===== config.mk =====
export PLATFORM = sky130hd
export DESIGN_NAME = complex_div
export DESIGN_NICKNAME = d
export VERILOG_FILES = /design/src/rtl/complex_div.sv
export SDC_FILE = /design/constraint.sdc
export NUM_CORES = 1
export LEC_CHECK = 0
export BUFFER_PORTS_ARGS = -buffer_cell sky130_fd_sc_hd__buf_2
export CORE_UTILIZATION = 46
export DETAILED_ROUTE_END_ITERATION = 6
export PLACE_DENSITY = 0.67
export SYNTH_ARGS = -nofsm -noshare
export SYNTH_HDL_FRONTEND = slang
export SYNTH_SLANG_ARGS = --single-unit

===== constraint.sdc =====
create_clock -name clk -period 11.15 [get_ports clk]
set_clock_uncertainty 0.05 [all_clocks]
set_input_delay 1.6725 -clock clk [delete_from_list [all_inputs] [get_ports clk]]
set_output_delay 1.6725 -clock clk [all_outputs]
set_load 0.02 [all_outputs]

===== src/rtl/complex_div.sv =====
// complex_div: multi-cycle complex divider, Out = A / B with A = A1 + A2*i, B = B1 + B2*i.
// Ports:
//   clk, rst          - clock, synchronous active-high reset
//   A1, A2, B1, B2    - signed operand components, latched when Start is accepted
//   Start             - request, accepted in IDLE or in the DONE cycle
//   Busy              - operation in flight (state != IDLE)
//   Done              - one-cycle pulse, Out1/Out2/DivZero freshly valid
//   Out1, Out2        - saturated, truncated signed quotient components
//   DivZero           - divisor was 0+0i (quotients forced to 0)
module complex_div #(
  parameter int QW       = 8,
  parameter int DIV_ITER = 16
) (
  input  logic                 clk,
  input  logic                 rst,
  input  logic signed [QW-1:0] A1,
  input  logic signed [QW-1:0] A2,
  input  logic signed [QW-1:0] B1,
  input  logic signed [QW-1:0] B2,
  input  logic                 Start,
  output logic                 Busy,
  output logic                 Done,
  output logic signed [QW-1:0] Out1,
  output logic signed [QW-1:0] Out2,
  output logic                 DivZero
);

  typedef enum logic [1:0] {S_IDLE, S_PREP, S_DIV, S_DONE} state_t;

  localparam logic [3:0] LAST = 4'(DIV_ITER - 1);

  state_t state_q, state_d;
  logic signed [QW-1:0] a1_q, a2_q, b1_q, b2_q, a1_d, a2_d, b1_d, b2_d;
  logic signed [16:0] nr_q, ni_q, nr_d, ni_d;
  logic [15:0] den_q, den_d;
  logic        loaded_q, loaded_d;
  logic [3:0]  cnt_q, cnt_d;
  logic [15:0] rr_q, ri_q, rr_d, ri_d;   // partial remainders
  logic [15:0] qr_q, qi_q, qr_d, qi_d;   // numerator shifting out / quotient shifting in
  logic        negr_q, negi_q, negr_d, negi_d;
  logic signed [QW-1:0] out1_q, out2_q, out1_d, out2_d;
  logic        dz_q, dz_d;
  logic        accept;

  logic signed [15:0] p_ac, p_bd, p_bc, p_ad, p_cc, p_dd;
  logic signed [16:0] nr_c, ni_c;
  logic [15:0] den_c;
  logic [16:0] nr_abs, ni_abs;
  logic [16:0] tr_r, tr_i;
  logic        bit_r, bit_i;
  logic [15:0] rr_nx, ri_nx, qr_nx, qi_nx;

  assign p_ac = 16'(a1_q) * 16'(b1_q);
  assign p_bd = 16'(a2_q) * 16'(b2_q);
  assign p_bc = 16'(a2_q) * 16'(b1_q);
  assign p_ad = 16'(a1_q) * 16'(b2_q);
  assign p_cc = 16'(b1_q) * 16'(b1_q);
  assign p_dd = 16'(b2_q) * 16'(b2_q);
  assign nr_c  = 17'(p_ac) + 17'(p_bd);
  assign ni_c  = 17'(p_bc) - 17'(p_ad);
  assign den_c = $unsigned(p_cc) + $unsigned(p_dd);

  assign nr_abs = nr_q[16] ? 17'(-nr_q) : 17'(nr_q);
  assign ni_abs = ni_q[16] ? 17'(-ni_q) : 17'(ni_q);

  // One restoring step per divider: shift next numerator bit into remainder, subtract if it fits.
  always_comb begin
    tr_r  = {1'b0, rr_q[14:0], qr_q[15]};
    tr_i  = {1'b0, ri_q[14:0], qi_q[15]};
    if (rr_q[15]) tr_r = {rr_q, qr_q[15]};
    if (ri_q[15]) tr_i = {ri_q, qi_q[15]};
    bit_r = (tr_r >= {1'b0, den_q});
    bit_i = (tr_i >= {1'b0, den_q});
    rr_nx = bit_r ? 16'(tr_r - {1'b0, den_q}) : tr_r[15:0];
    ri_nx = bit_i ? 16'(tr_i - {1'b0, den_q}) : tr_i[15:0];
    qr_nx = {qr_q[14:0], bit_r};
    qi_nx = {qi_q[14:0], bit_i};
  end

  function automatic logic [7:0] sat8(input logic neg, input logic [15:0] mag);
    if (neg) return (mag > 16'd128) ? 8'h80 : 8'(-mag);
    else     return (mag > 16'd127) ? 8'h7F : mag[7:0];
  endfunction

  always_comb begin
    state_d  = state_q;
    a1_d     = a1_q;
    a2_d     = a2_q;
    b1_d     = b1_q;
    b2_d     = b2_q;
    nr_d     = nr_q;
    ni_d     = ni_q;
    den_d    = den_q;
    loaded_d = loaded_q;
    cnt_d    = cnt_q;
    rr_d     = rr_q;
    ri_d     = ri_q;
    qr_d     = qr_q;
    qi_d     = qi_q;
    negr_d   = negr_q;
    negi_d   = negi_q;
    out1_d   = out1_q;
    out2_d   = out2_q;
    dz_d     = dz_q;
    accept   = 1'b0;
    unique case (state_q)
      S_IDLE: accept = Start;
      S_PREP: begin
        nr_d     = nr_c;
        ni_d     = ni_c;
        den_d    = den_c;
        loaded_d = 1'b0;
        cnt_d    = '0;
        state_d  = S_DIV;
      end
      S_DIV: begin
        // First DIV cycle turns the registered sums into magnitudes and loads both
        // dividers; the following DIV_ITER cycles each retire one quotient bit.
        if (!loaded_q) begin
          loaded_d = 1'b1;
          negr_d   = nr_q[16];
          negi_d   = ni_q[16];
          qr_d     = nr_abs[15:0];
          qi_d     = ni_abs[15:0];
          rr_d     = '0;
          ri_d     = '0;
        end else begin
          rr_d  = rr_nx;
          ri_d  = ri_nx;
          qr_d  = qr_nx;
          qi_d  = qi_nx;
          cnt_d = cnt_q + 4'd1;
          if (cnt_q == LAST) begin
            state_d = S_DONE;
            cnt_d   = '0;
            if (den_q == '0) begin
              out1_d = '0;
              out2_d = '0;
              dz_d   = 1'b1;
            end else begin
              out1_d = sat8(negr_q, qr_nx);
              out2_d = sat8(negi_q, qi_nx);
              dz_d   = 1'b0;
            end
          end
        end
      end
      S_DONE: begin
        state_d = S_IDLE;
        accept  = Start;
      end
      default: state_d = S_IDLE;
    endcase
    if (accept) begin
      state_d = S_PREP;
      a1_d    = A1;
      a2_d    = A2;
      b1_d    = B1;
      b2_d    = B2;
    end
  end

  always_ff @(posedge clk) begin
    if (rst) begin
      state_q  <= S_IDLE;
      a1_q     <= '0;
      a2_q     <= '0;
      b1_q     <= '0;
      b2_q     <= '0;
      nr_q     <= '0;
      ni_q     <= '0;
      den_q    <= '0;
      loaded_q <= 1'b0;
      cnt_q    <= '0;
      rr_q     <= '0;
      ri_q     <= '0;
      qr_q     <= '0;
      qi_q     <= '0;
      negr_q   <= 1'b0;
      negi_q   <= 1'b0;
      out1_q   <= '0;
      out2_q   <= '0;
      dz_q     <= 1'b0;
    end else begin
      state_q  <= state_d;
      a1_q     <= a1_d;
      a2_q     <= a2_d;
      b1_q     <= b1_d;
      b2_q     <= b2_d;
      nr_q     <= nr_d;
      ni_q     <= ni_d;
      den_q    <= den_d;
      loaded_q <= loaded_d;
      cnt_q    <= cnt_d;
      rr_q     <= rr_d;
      ri_q     <= ri_d;
      qr_q     <= qr_d;
      qi_q     <= qi_d;
      negr_q   <= negr_d;
      negi_q   <= negi_d;
      out1_q   <= out1_d;
      out2_q   <= out2_d;
      dz_q     <= dz_d;
    end
  end

  assign Busy    = (state_q != S_IDLE);
  assign Done    = (state_q == S_DONE);
  assign Out1    = out1_q;
  assign Out2    = out2_q;
  assign DivZero = dz_q;

endmodule


==> impl_metrics.env, run 1 <==
export IMPL_wl_um=56570
export IMPL_required_ns=11.51
export IMPL_hold_buffers=0
export IMPL_antenna_cells=0
export IMPL_max_freq_ghz=0.1465
export IMPL_synth_fa_ha_area_frac=0.4337
export IMPL_cap_viol_max_count=0
export IMPL_fp_dieH_um=231.6
export IMPL_path_max_fanout=21
export IMPL_p_seq_frac=0.171
export IMPL_hpwl_um=42990
export IMPL_status="finished clean"
export IMPL_cts_tree="done"
export IMPL_path_clk_slew_ns=0.08
export IMPL_grt_ovfl_total=0
export IMPL_syn_nets=3414
export IMPL_period_needed_ns=6.828
export IMPL_cp_arrival_ns=7.19
export IMPL_cp_common_cell="fa_1"
export IMPL_vias_per_cell=5.272
export IMPL_slew_viol_final=0
export IMPL_synthTopCellsByCount="497 x inv_1, 397 x fa_1, 291 x nand2_1, 205 x ha_1, 204 x nor2_1"
export IMPL_yosysSeqAreaShare=0.1420
export IMPL_p_int_uw=2381
export IMPL_netlist_area_um2=24240
export IMPL_die_area_um2=53620
export IMPL_clockRootBuffer="clkbuf_16"
export IMPL_critical_path_slowest_cell="dfxtp_1"
export IMPL_final_area_um2=25690
export IMPL_cts_setup_buffers=0
export IMPL_synthFlopType="dfxtp_1"
export IMPL_r2r_start="b1_q[7]$_SDFFE_PP0P_"
export IMPL_cts_buffer_depth=2
export IMPL_ys_types=66
export IMPL_startpoint="b1_q[7]$_SDFFE_PP0P_"
export IMPL_max_slew_margin_rel=0.2283
export IMPL_end_kind="register"
export IMPL_fin_crit_sh=0.6124
export IMPL_routedWlPerCell_um=16.43
export IMPL_initial_core_util=0.4687
export IMPL_rows=83
export IMPL_ys_ff_latch=172
export IMPL_grt_max_degree=85
export IMPL_port_buffers=53
export IMPL_synth_top_cell_by_area="fa_1"
export IMPL_yosys_top_cells_area="fa_1 33%, dfxtp_1 14%, ha_1 11%"
export IMPL_hold_viol_final=0
export IMPL_power_uw=4753
export IMPL_ys_warn_count=0
export IMPL_finish_net_count=3386
export IMPL_cts_buffers=17
export IMPL_clkPwrFrac=0.142
export IMPL_rsz0062_at_grt="no"
export IMPL_crit_family="adder cells"
export IMPL_cts_resized_gates=0
export IMPL_first_iter_violations=1095
export IMPL_max_slew_worst_pin_slew_ns=1.156
export IMPL_p_leak_uw=0.01217
export IMPL_critPathMaxStageDelay_ns=0.71
export IMPL_nFillCells=4970
export IMPL_area_delta_synth_final_pct=5.982
export IMPL_powerDensity_nw_per_um2=185.0
export IMPL_switching_share=0.4991
export IMPL_die_w_um=231.6
export IMPL_gp_congestion=0.8627
export IMPL_hold_path_class="reg -> reg"
export IMPL_drive_gt1_frac=0.04490
export IMPL_synth_simple_area_share=0.1544
export IMPL_syn_inst=2777
export IMPL_clock_sinks=172
export IMPL_ant_nets=0
export IMPL_synth_enable_flop_cells=0
export IMPL_startpoint_type="register"
export IMPL_place_area_um2=25060
export IMPL_grt_pass1_wl_um=97190
export IMPL_comb_power_share=0.687
export IMPL_core_area_um2=51720
export IMPL_worstPathBufferInverterCount=5
export IMPL_synth_xor_area_frac=0.04625
export IMPL_drcViolationCount=0
export IMPL_postSynthAreaPerCell_um2=8.730
export IMPL_synthArstFlopShare=0
export IMPL_antenna_found_initial=0
export IMPL_synth_top_family_by_area="adder cells"
export IMPL_fin_tns_setup_ns=0
export IMPL_synth_top_area_frac=0.3278
export IMPL_vias=18150
export IMPL_first_pass_iters=6
export IMPL_peakVddDrop_v=0.0002442
export IMPL_p_switching_uw=2372
export IMPL_grt_usage=0.2280
export IMPL_io_pins=54
export IMPL_path_class="reg -> reg"
export IMPL_yosysMostFrequentCell="inv_1"
export IMPL_hp_start="Out1[7]$_SDFFE_PP0P_"
export IMPL_cp_cell_sequence="inv_1 -> nor2_1 -> fa_1 -> inv_1 -> fa_1 -> fa_1 -> inv_1 -> fa_1 -> fa_1 -> inv_1 -> fa_1 -> inv_1 -> ha_1 -> o21a_1 -> o21ai_2 -> a21oi_2 -> a311o_2 -> or4_1 -> a31oi_1 -> xnor2_1 -> a211oi_2"
export IMPL_clk_latency_ns=0.50
export IMPL_htreeDepth=4
export IMPL_synth_compound_area_frac=0.1005
export IMPL_setup_viol=0
export IMPL_first_global_vias=19100
export IMPL_synth_mux_area_frac=0.02782
## layout by cell type, fill, tap and decap left out, drive strengths merged, types with 17 or more instances in the layout
| cell | count |
|---|---|
| inv | 506 |
| fa | 397 |
| nand2 | 292 |
| ha | 205 |
| nor2 | 204 |
| and2 | 176 |
| dfxtp | 172 |
| a21oi | 119 |
| o21ai | 115 |
| xnor2 | 87 |
| buf | 69 |
| mux2i | 64 |
| xor2 | 41 |
| a211oi | 24 |
| nor3 | 23 |
| nor2b | 20 |
| o21a | 20 |
| nand2b | 19 |
| clkbuf | 18 |
| a21o | 17 |
## state kept, by name, summed over array words and instances, names as in the netlist, 4 cells and up
name   count
ni_q      17
qi_q      16
cnt_q      4
a1_q       8
qr_q      16
b1_q       8
Out2       8
ri_q      16
den_q     16
Out1       8
a2_q       8
nr_q      17
rr_q      16
b2_q       8
## worst register-to-register path: stages (launching register included)
cell and delay [ns]:
dfxtp_1 0.71, inv_1 0.58, nor2_1 0.27, fa_1 0.43
inv_1 0.08, fa_1 0.44, fa_1 0.52, inv_1 0.05
fa_1 0.50, fa_1 0.49, inv_1 0.05, fa_1 0.47
inv_1 0.04, ha_1 0.29, o21a_1 0.14, o21ai_2 0.16
a21oi_2 0.06, a311o_2 0.41, or4_1 0.42, a31oi_1 0.23
xnor2_1 0.13, a211oi_2 0.22
## cells by family (layout without fill, tap and decap cells)
| group | count (synthesis) | in the layout |
|---|---|---|
| and+or+nand+nor | 797 | 797 |
| buffers and inverters | 615 | 600 |
| adders and majority gates | 602 | 602 |
| AOI/OAI and AO/OA | 396 | 396 |
| DFF | 172 | 172 |
| xor gates and xnor gates | 128 | 128 |
| muxes | 67 | 67 |
## power groups by stage
stage                     registers (uW)  clock network [uW]  logic (uW)
after floorplan                      746                   0        2510
after global placement               821                   0        3150
after detailed placement             826                   0        3220
after CTS                            811                 686        3250
after global routing                 827                 713        3670
final                                815                 674        3260
## cell type report
type,count,area (um^2),share of cell area
multi-input cells,1990,18500,0.7202
clock inverters,14,193.9,0.007548
repair buffers,69,387.9,0.01510
clock buffers,18,439.2,0.01709
inverters,499,1873,0.07290
flip-flops and latches,172,3445,0.1341
well taps,680,850.8,0.03312
## path summary, 6_finish.rpt
path	slack, ns	endpoint	cells after the start
max	4.32	ni_q[16]$_SDFFE_PP0P_	21
min	0.40	Out1[7]$_SDFFE_PP0P_	2
max reg2reg	4.32	ni_q[16]$_SDFFE_PP0P_	21
min reg2reg	0.40	Out1[7]$_SDFFE_PP0P_	2
## through the flow
step / setup slack, ns / cells / utilization / hold slack, ns
3_5_place_dp: 4.399 / 3410 / 0.4845 / 0.3965
5_1_grt: 3.935 / 3442 / 0.4968 / 0.4351
4_1_cts: 4.357 / 3442 / 0.4968 / 0.4070
6_report: 4.322 / 3442 / 0.4968 / 0.4033
2_1_floorplan: 5.169 / 2777 / - / 0.3905
3_3_place_gp: 4.532 / 3410 / 0.4845 / 0.3910
## per-layer routing
layer	wire length, um	vias to the layer above	GRT usage
met5	0	-	0
li1	-	8644	-
met1	25560	8969	0.3112
met2	26650	467	0.3719
met4	1270	0	0.06826
met3	3086	65	0.03543
Power figures use the tool's default switching activity.
==> inputs of run 2 (changes only) <==
--- a/config.mk
+++ b/config.mk
@@ -8,7 +8,7 @@
 export BUFFER_PORTS_ARGS = -buffer_cell sky130_fd_sc_hd__buf_2
 export CORE_UTILIZATION = 46
 export DETAILED_ROUTE_END_ITERATION = 6
-export PLACE_DENSITY = 0.67
+export PLACE_DENSITY = 0.69
 export SYNTH_ARGS = -nofsm -noshare
 export SYNTH_HDL_FRONTEND = slang
 export SYNTH_SLANG_ARGS = --single-unit
==> constraint.sdc (replaced) <==
create_clock -name clk -period 5.9 [get_ports clk]
set_clock_uncertainty 0.05 [all_clocks]
set_input_delay 0.885 -clock clk [delete_from_list [all_inputs] [get_ports clk]]
set_output_delay 0.885 -clock clk [all_outputs]
set_load 0.02 [all_outputs]
==> run 2 against run 1 <==
  * Worst setup slack worse by 4.2 ns
  * Flip-flop and latch count stayed put
  * Core utilization is 2.7 points higher
  * Power is 110% higher
  * Sequential power is 80% higher
  * Critical endpoint unchanged
  * Largest cell class unchanged
  * Highest routed layer unchanged
==> impl_metrics.env, run 2 (synthesis results as in run 1) <==
export IMPL_fp_dieH_um=231.6
export IMPL_peakVddDrop_v=0.0005012
export IMPL_clk_latency_ns=0.48
export IMPL_cap_viol_max_count=0
export IMPL_fin_crit_sh=0.9804
export IMPL_ant_nets=0
export IMPL_final_cells=3565
export IMPL_r2r_start="b2_q[3]$_SDFFE_PP0P_"
export IMPL_rows=83
export IMPL_critPathMaxStageDelay_ns=0.56
export IMPL_die_w_um=231.6
export IMPL_path_clk_slew_ns=0.07
export IMPL_startpoint_type="register"
export IMPL_cp_cell_sequence="buf_6 -> nand2_1 -> inv_2 -> fa_1 -> inv_2 -> fa_1 -> fa_1 -> fa_1 -> fa_1 -> inv_2 -> fa_1 -> inv_2 -> ha_4 -> nor2b_1 -> a311o_2 -> or4_4 -> a31oi_4 -> xnor2_2 -> a211oi_2"
export IMPL_grt_pass1_wl_um=97840
export IMPL_cp_arrival_ns=6.06
export IMPL_cp_common_cell="fa_1"
export IMPL_antenna_found_initial=1
export IMPL_max_slew_margin_rel=0.2204
export IMPL_path_max_fanout=13
export IMPL_routedWlPerCell_um=16.49
export IMPL_port_buffers=53
export IMPL_antenna_cells=0
export IMPL_wl_um=58780
export IMPL_grt_usage=0.2289
export IMPL_cts_buffer_depth=2
export IMPL_hp_start="Out1[5]$_SDFFE_PP0P_"
export IMPL_startpoint="b2_q[3]$_SDFFE_PP0P_"
export IMPL_required_ns=6.17
export IMPL_path_class="reg -> reg"
export IMPL_max_slew_worst_pin_slew_ns=1.165
export IMPL_slew_viol_final=0
export IMPL_rsz0062_at_grt="yes"
export IMPL_setup_viol=0
export IMPL_io_pins=54
export IMPL_final_common_cell="inv_1"
export IMPL_placedCellCount=3518
export IMPL_hpwl_um=46970
export IMPL_hold_viol_final=0
export IMPL_die_area_um2=53620
export IMPL_status="finished clean"
export IMPL_gp_congestion=0.8952
export IMPL_crit_family="adder cells"
export IMPL_drive_gt1_frac=0.1175
export IMPL_max_freq_ghz=0.1729
export IMPL_grt_ovfl_total=0
export IMPL_fin_tns_setup_ns=0
export IMPL_first_pass_iters=6
export IMPL_vias=18650
export IMPL_layout_common_cells="485 x inv_1, 390 x fa_1, 287 x nand2_1"
export IMPL_core_area_um2=51720
export IMPL_first_iter_violations=1123
export IMPL_cts_tree="done"
export IMPL_clockRootBuffer="clkbuf_16"
export IMPL_vias_per_cell=5.231
export IMPL_hold_path_class="reg -> reg"
export IMPL_p_leak_uw=0.01285
export IMPL_initial_core_util=0.4687
export IMPL_drcViolationCount=0
export IMPL_clock_sinks=172
export IMPL_finish_net_count=3509
export IMPL_first_global_vias=19320
export IMPL_area_delta_synth_final_pct=11.76
export IMPL_worstPathBufferInverterCount=5
export IMPL_top_regs="ni_q: 17 flops, nr_q: 17 flops"
export IMPL_end_kind="register"
export IMPL_critical_path_slowest_cell="fa_1"
export IMPL_cts_buffers=17
export IMPL_htreeDepth=4
export IMPL_powerDensity_nw_per_um2=363.7
export IMPL_grt_max_degree=84
export IMPL_period_needed_ns=5.785
==> run 2: cell types whose count changed in the layout (fill, tap and decap cells not counted), sizes merged <==
cell and delta:
buf +122, bufinv -2, inv +1, clkinvlp -2, clkinv +4
==> run 2: where the power goes <==
part	internal [uW]	switching, uW	leakage (uW)
clock network	605	571	0.000297
registers	1290	173	0.00141
logic	3160	4060	0.0111
==> run 2: cell type report <==
cell class / count / area [um^2]
fillers: 4785 / 24620
flip-flops and latches: 172 / 3512
multi-input cells: 1990 / 18800
inverters: 499 / 1873
clock inverters: 15 / 167.7
clock buffers: 17 / 425.4
well taps: 680 / 850.8
repair buffers: 192 / 1460
==> run 2: per-stage QoR <==
| step | hold WS (ns) | util | setup slack [ns] | area (um^2) | total power [uW] |
|---|---|---|---|---|---|
| 2_1_floorplan | 0.3905 | - | 0.008881 | 24250 | 6156 |
| 3_3_place_gp | 0.3940 | 0.5012 | 0.03141 | 25920 | 7861 |
| 3_5_place_dp | 0.4005 | 0.5012 | -0.1489 | 25920 | 8031 |
| 4_1_cts | 0.4109 | 0.5135 | 0.01061 | 26560 | 9293 |
| 5_1_grt | 0.4265 | 0.5239 | -0.03931 | 27090 | 10740 |
| 6_report | 0.4028 | 0.5239 | 0.1154 | 27090 | 9854 |
==> run 2: worst reg2reg max path, cell delays in order, from the launching register on <==
cell	delay, ns
dfxtp_2	0.36
buf_6	0.17
nand2_1	0.14
inv_2	0.07
fa_1	0.56
inv_2	0.05
fa_1	0.55
fa_1	0.44
fa_1	0.50
fa_1	0.55
inv_2	0.05
fa_1	0.55
inv_2	0.06
ha_4	0.22
nor2b_1	0.13
a311o_2	0.36
or4_4	0.44
a31oi_4	0.19
xnor2_2	0.13
a211oi_2	0.08
==> run 2: path summary, 6_finish.rpt <==
kind | to | slack, ns | depth (start not counted)
max | ni_q[16]$_SDFFE_PP0P_ | 0.12 | 19
min | Out1[5]$_SDFFE_PP0P_ | 0.40 | 2
max reg2reg | ni_q[16]$_SDFFE_PP0P_ | 0.12 | 19
min reg2reg | Out1[5]$_SDFFE_PP0P_ | 0.40 | 2
==> run 2: timing repair <==
action,4_1_cts,5_1_grt
hold buffers,0,0
cloned,0,1
buffers inserted,0,15
pin swaps,4,50
hold endpoints to repair,0,0
gates resized for setup,16,125
setup endpoints to repair,7,14
==> run 2: layer usage <==
layer,track usage,up-vias,wire length [um]
met3,0.03531,71,2937
met1,0.3131,9252,26870
met4,0.06826,0,1546
met2,0.3730,419,27420
li1,-,8908,-
met5,0,-,0
